<file path="config.mk">
export PLATFORM = sky130hd
export DESIGN_NAME = l2_arbiter
export DESIGN_NICKNAME = d
export VERILOG_FILES = /design/src/rtl/lc3b_types.sv /design/src/rtl/sat_counter16.sv /design/src/rtl/l2_arbiter.sv
export SDC_FILE = /design/constraint.sdc
export NUM_CORES = 1
export LEC_CHECK = 0
export ABC_CLOCK_PERIOD_IN_PS = 2100
export CORE_AREA = 10 10 273 275
export CTS_BUF_LIST = sky130_fd_sc_hd__clkbuf_4
export DETAILED_ROUTE_END_ITERATION = 7
export DIE_AREA = 0 0 283 285
export GPL_TIMING_DRIVEN = 0
export HOLD_SLACK_MARGIN = 0.05
export SYNTH_ARGS = -nofsm -noshare
export SYNTH_HDL_FRONTEND = slang
export SYNTH_SLANG_ARGS = --single-unit
</file>
<file path="constraint.sdc">
create_clock -name clk -period 2.1 [get_ports clk]
set_input_delay 0.63 -clock clk [delete_from_list [all_inputs] [get_ports clk]]
set_output_delay 0.63 -clock clk [all_outputs]
set_load 0.01 [all_outputs]
</file>
<file path="src/rtl/lc3b_types.sv">
// Shared LC-3b type definitions: machine word, cache line and L2 arbiter state encoding.
package lc3b_types;

  typedef logic [15:0]  lc3b_word;
  typedef logic [127:0] lc3b_line;

  typedef enum logic [1:0] {
    S_IDLE,
    S_SERVE_I,
    S_SERVE_D,
    S_RELEASE
  } l2_arb_state;

endpackage

</file>
<file path="src/rtl/sat_counter16.sv">
// 16-bit saturating event counter; clear takes priority over increment.
module sat_counter16
  import lc3b_types::*;
(
  input  logic        clk,
  input  logic        reset_n,
  input  logic        inc,
  input  logic        clr,
  output logic [15:0] count
);

  lc3b_word count_q, count_d;

  always_comb begin
    count_d = count_q;
    if (clr) begin
      count_d = '0;
    end else if (inc && (count_q != 16'hFFFF)) begin
      count_d = count_q + 16'd1;
    end
  end

  always_ff @(posedge clk) begin
    if (!reset_n) begin
      count_q <= '0;
    end else begin
      count_q <= count_d;
    end
  end

  assign count = count_q;

endmodule

</file>
<file path="src/rtl/l2_arbiter.sv">
// Grants the shared L2 port to the I- or D-cache and counts contended arbitrations.
// Define L2_ARB_ROUND_ROBIN_EN for round-robin conflict resolution; default gives the D-cache priority.
module l2_arbiter
  import lc3b_types::*;
(
  input  logic         clk,
  input  logic         reset_n,
  input  logic         icache_pmem_read,
  input  logic [15:0]  icache_pmem_address,
  output logic [127:0] icache_pmem_rdata,
  output logic         icache_pmem_resp,
  input  logic         dcache_pmem_read,
  input  logic         dcache_pmem_write,
  input  logic [15:0]  dcache_pmem_address,
  input  logic [127:0] dcache_pmem_wdata,
  output logic [127:0] dcache_pmem_rdata,
  output logic         dcache_pmem_resp,
  output logic         pmem_read,
  output logic         pmem_write,
  output logic [15:0]  pmem_address,
  output logic [127:0] pmem_wdata,
  input  logic [127:0] pmem_rdata,
  input  logic         pmem_resp,
  input  logic         conflict_clear,
  output logic [15:0]  conflict_count,
  output logic         busy
);

  l2_arb_state state_q, state_d;
  logic        busy_q;
  logic        i_req, d_req, conflict, i_wins;

  assign i_req    = icache_pmem_read;
  assign d_req    = dcache_pmem_read | dcache_pmem_write;
  assign conflict = (state_q == S_IDLE) & i_req & d_req;

`ifdef L2_ARB_ROUND_ROBIN_EN
  logic last_grant_q, last_grant_d;  // 1: the D-cache held the most recent grant

  always_comb begin
    last_grant_d = last_grant_q;
    if (state_q == S_IDLE && state_d == S_SERVE_I) begin
      last_grant_d = 1'b0;
    end else if (state_q == S_IDLE && state_d == S_SERVE_D) begin
      last_grant_d = 1'b1;
    end
  end

  always_ff @(posedge clk) begin
    if (!reset_n) begin
      last_grant_q <= 1'b0;
    end else begin
      last_grant_q <= last_grant_d;
    end
  end

  assign i_wins = last_grant_q;
`else
  assign i_wins = 1'b0;
`endif

  always_comb begin
    state_d = state_q;
    unique case (state_q)
      S_IDLE: begin
        if (i_req && d_req) begin
          state_d = i_wins ? S_SERVE_I : S_SERVE_D;
        end else if (d_req) begin
          state_d = S_SERVE_D;
        end else if (i_req) begin
          state_d = S_SERVE_I;
        end
      end
      S_SERVE_I, S_SERVE_D: begin
        if (pmem_resp) begin
          state_d = S_RELEASE;
        end
      end
      S_RELEASE: state_d = S_IDLE;
    endcase
  end

  always_ff @(posedge clk) begin
    if (!reset_n) begin
      state_q <= S_IDLE;
      busy_q  <= 1'b0;
    end else begin
      state_q <= state_d;
      busy_q  <= (state_d == S_SERVE_I) || (state_d == S_SERVE_D);
    end
  end

  // Gating with reset_n keeps the port quiet while reset is held, even mid-transaction.
  always_comb begin
    pmem_read        = 1'b0;
    pmem_write       = 1'b0;
    pmem_address     = icache_pmem_address;
    icache_pmem_resp = 1'b0;
    dcache_pmem_resp = 1'b0;
    if (reset_n) begin
      unique case (state_q)
        S_SERVE_I: begin
          pmem_read        = icache_pmem_read;
          icache_pmem_resp = pmem_resp;
        end
        S_SERVE_D: begin
          pmem_address     = dcache_pmem_address;
          pmem_write       = dcache_pmem_write;
          pmem_read        = dcache_pmem_read & ~dcache_pmem_write;
          dcache_pmem_resp = pmem_resp;
        end
        default: ;
      endcase
    end
  end

  assign pmem_wdata        = dcache_pmem_wdata;
  assign icache_pmem_rdata = pmem_rdata;
  assign dcache_pmem_rdata = pmem_rdata;
  assign busy              = busy_q & reset_n;

  sat_counter16 u_conflict_cnt (
    .clk     (clk),
    .reset_n (reset_n),
    .inc     (conflict),
    .clr     (conflict_clear),
    .count   (conflict_count)
  );

endmodule

</file>
After elaboration in Yosys (flattened, before gate mapping)
Cells that the tools add are included.

Bits in registers: 19. Latch bits: 0. Bits in writable memories: 0. ROM bits: 0. Bits of input ports: 295. Output and inout bits: 421. Word-level logic and storage cells: 38. Memories: 0.

Add/sub/neg operators: 1. Multiply operators: 0. Divide/modulo/power cells: 0. Magnitude comparators: 0. Eq/ne operators: 6. Shift-type cells: 0. Mux-type cells: 15. Bitwise gates (word level): 7. Reductions and logical operators: 6.

Operators with widths (count): two-way mux 16 bit (2); adder 16 x 1 -> 16 bit (second input constant) (1); != test 16 bit (second input constant) (1); two-way mux 2 bit (4); two-way mux 1 bit (7); equality test 2 bit (second input constant) (3); case mux 2 bit (3 select lines) (1); bitwise AND 1 bit (4); equality test 2 x 1 -> 1 bit (second input constant) (2); OR reduction 2 bit (2); logical AND 1 bit (2); logical NOT 2 bit (1); NOT 1 bit (2); case mux 1 bit (2 select lines) (1); logical OR 1 bit (1); OR 1 bit (1).

Longest topological paths before layout
Depth after elaboration: 6. Mapped depth: 7. Depth with buffers taken out: 6.

Modules after synthesis
Synthesis repeated with hierarchy kept, for this count alone.

Cell total of the unflattened synthesis: 528. Area total of the unflattened synthesis: 4290.4 um^2.

By module, submodules not included: l2_arbiter (instances 1, cells each 437, area each 3425.8 um^2, sequential area each 60.1 um^2); sat_counter16 (instances 1, cells each 91, area each 864.6 um^2, sequential area each 320.3 um^2).

Least setup slack after synthesis
Ideal clock, no wire load.

Kind: reg-to-output. Start point: register state_q[0]. End point: output pmem_address[10]. Data arrival time: 1.552 ns. Data required time: 1.470 ns. Setup slack: -0.082 ns. Cell stages (with the launch flop): 6. Buffers on the path: 1. Path through: dfxtp_1 -> inv_1 -> ha_1 -> nand2_1 -> clkbuf_1 -> mux2_2.

Word-level cells in the longest chain between the ends: 3.

Ends and longest elaborated chain: start, declared (line l2_arbiter.sv:29) `l2_arb_state state_q, state_d;`; start signal, assigned (line l2_arbiter.sv:88) `state_q <= state_d;`; equality test 2 bit (line l2_arbiter.sv:101) `unique case (state_q)`; two-way mux 16 bit (line l2_arbiter.sv:101); two-way mux 16 bit (line l2_arbiter.sv:100) `if (reset_n) begin`; end, declared (line l2_arbiter.sv:20) `output logic [15:0] pmem_address,`.

Every way passes these cells.

Worst setup path in the final report
Start point: register state_q[0]. End point: output pmem_address[14].

The elaborated chain is that of the path after synthesis.

==> results.md <==
* Outcome: complete, but fails checks
* Failing checks: negative setup slack
* Syn Area/Cell at 7.826 sq um
* Relative slew slack at 0.6226
* Vias in the first global route at ~5.3k
* VDD IR-drop max at around 0.12 mV
* Final Hold Viols at 0
* Hold_ws at 0.5167 ns
* CP Capture Type: output port
* Fin crit share at 1.078
* Multi-input logic area at 1016 sq um
* Initial DRC Count at just under 200
* Vias/cell at between 2 and 3
* Die Span Y at 285 um
* # setup viols final at 16
* Via count at a little under 5k
* Crit path arrival time at roughly 1.6 ns
* Max Slew Vio Count at 0
* Core box area at around 69000 sq um
* Top_reg_cell synth: dfxtp_1
* Lkg Pwr at ~4.4 nW
* 1st-pass router iterations at 4
* I/O pins at between 700 and 800
* Asr flop ratio synth at 0
* GPL Wtd Cong at 0.8144
* RSZ-0062 raised after global routing: yes
* Pwr/cell area at 248.5 nW/um^2
* Fmax at about 440 MHz
* P&R area growth vs syn at 144.2%
* Initial antenna violation count at 9
* Hold depth at 2
* Dpl hpwl at 29890 um
* Sequential Area at just under 400 sq um
* Mean routed wirelength per cell at 16.31 um
* WS Path Type: reg -> out
* Worst-path clk slew at 0.12 ns
* Clock Skew at between 0.007 and 0.008 ns
* Minimum clock period at roughly 2.3 ns
* Hold-fix buffers, CTS at 0
* Routed Antenna Nets at 0
* Worst-Skew Late Latency at around 0.32 ns
* Syn_nets at ~840
* Synth top area share at 0.6859
* Fin nets at ~1.3k
* Largest area contributor in the netlist: buf_4
* Root Driver: clkbuf_4
* Cell Rows at 97
* Setup ws final at -0.1636 ns
* Die area at roughly 81000 sq um
* CTS Buffer Depth at 2
* CTS buffer count at 3
* Total GRT Usage at 0.07227
* Total gr overflow at 0
* First-pass GRT wire length at around 42000 um
* # DRC at 0
* Die W at 283 um
* Routed WL at 31830 um
* H-tree depth at 1
* Finished Core Util at 0.1481
* Unique masters post-synth at 38
* Worst EP required at 1.47 ns
* Largest cells by area after synthesis: buf_4 69%, dfxtp_1 9.1%, mux2_2 4.3%, a21oi_1 1.8%, o31ai_1 1.6%
* Post-synth EDFFs at 0
* Cell Area, Synth at ~4200 sq um
* Starting Density at 0.06065
* Reg2reg path depth at 8
* Worst Setup Start Kind: flop
* Share of cells above drive strength 1 at 0.4519
* Synthesis warning total at 0
* Instance count of the mapped netlist at roughly 540
* Post-synth top cells: 384 x buf_4, 19 x dfxtp_1, 16 x mux2_2
* CP max FO at 5
* # port buffers at 459
* Seq cells post-synth at 19
* Max Cap Viol at 0
* Sequential-to-total area share from yosys stat at 0.09050
* Worst-margin pin slew at between 0.5 and 0.6 ns
* Sink Count at 19
* CTS tree: yes
* Largest net degree at the start of global routing at 12
* Most common cell in the netlist: buf_4
* Hold crit path type: reg -> reg
* Fillcell total at between 7k and 8k
[placed cells by master, fill, tap and decap left out, types with 3 or more instances in the layout]
master           instances
clkdlybuf4s50_1        418
buf_4                  390
buf_6                   20
dfxtp_1                 17
mux2_4                  15
a21oi_1                 14
dlygate4sd2_1           13
o31ai_1                  9
or4_1                    9
nand2_1                  8
nand3_1                  7
nand4_1                  6
and3_1                   5
nor2_1                   4
o21ai_0                  4
clkbuf_4                 4
dlymetal6s2s_1           4
buf_2                    3
nor2b_1                  3
a31oi_1                  3
a41o_1                   3
or3_1                    3
ha_4                     3
[sequential cells by signal, summed over array words and instances, names as in the netlist]
signal and count:
u_conflict_cnt.count 16, state_q 2, busy_q 1
[cell families after synthesis]
group | Yosys count | synth area share
AND/OR/NAND/NOR | 63 | 0.08872
multiplexers | 16 | 0.04287
adder cells (fa/ha/maj) | 5 | 0.01489
flip-flops | 19 | 0.09050
AO/OA/AOI/OAI | 40 | 0.06579
buffers and inverters | 394 | 0.6972
[path summary, 6_finish.rpt]
path / to / start / slack [ns]
setup reg to reg: u_conflict_cnt.count[14] / state_q[0] / 0.16
hold reg to reg: u_conflict_cnt.count[3] / u_conflict_cnt.count[3] / 0.52
setup / recovery: pmem_address[14] / state_q[0] / -0.16
hold / removal: u_conflict_cnt.count[3] / u_conflict_cnt.count[3] / 0.52
[per-layer routing]
metal	vias up	track usage	wire length [um]
met5	-	0	91
met4	16	0.003744	131
met3	23	0.05178	5121
met2	422	0.1335	16250
met1	2133	0.06651	10240
li1	2317	-	-
[power by group]
group | internal (mW) | switching, mW | leakage (nW)
clock network | 0.0714 | 0.131 | 0.0177
registers | 0.370 | 0.00991 | 0.155
logic | 1.31 | 0.659 | 4.27
total | 1.75 | 0.800 | 4.44
[cell type report]
class / count / area share
Antenna cell: 2 / 0.0004877
Buffer: 392 / 0.2879
Clock buffer: 3 / 0.002195
Clock inverter: 1 / 0.0004877
Inverter: 2 / 0.0009755
Multi-Input combinational cell: 124 / 0.09901
Sequential cell: 19 / 0.03756
Tap cell: 940 / 0.1146
Timing Repair Buffer: 468 / 0.4568
[worst max-delay path, stage by stage, from the launching register on]
cell and delay (ns):
dfxtp_2 0.38, inv_4 0.05, ha_4 0.18, nand2_8 0.09, clkbuf_16 0.16, mux2_4 0.31
buf_6 0.12
[per-stage QoR]
step	cell area [sq um]	setup TNS [ns]	total power, mW	setup slack [ns]	std cells
3_3_place_gp	9975	-26.16	2.299	-1.283	1936
6_report	10260	-2.354	2.550	-0.1636	1951
4_1_cts	10230	-2.809	2.614	-0.2008	1948
5_1_grt	10260	-3.495	2.707	-0.2310	1949
2_1_floorplan	4204	0	1.262	0.04967	537
3_5_place_dp	9975	-26.16	2.303	-1.285	1936
[timing repair]
item | in CTS | in global routing
endpoints found under the setup margin | 37 | 25
resized for setup | 157 | 13
buffers inserted | 6 | 1
pin swaps | 3 | 1
gates cloned | 2 | 0
No activity file was read; power rests on OpenSTA's default activity.
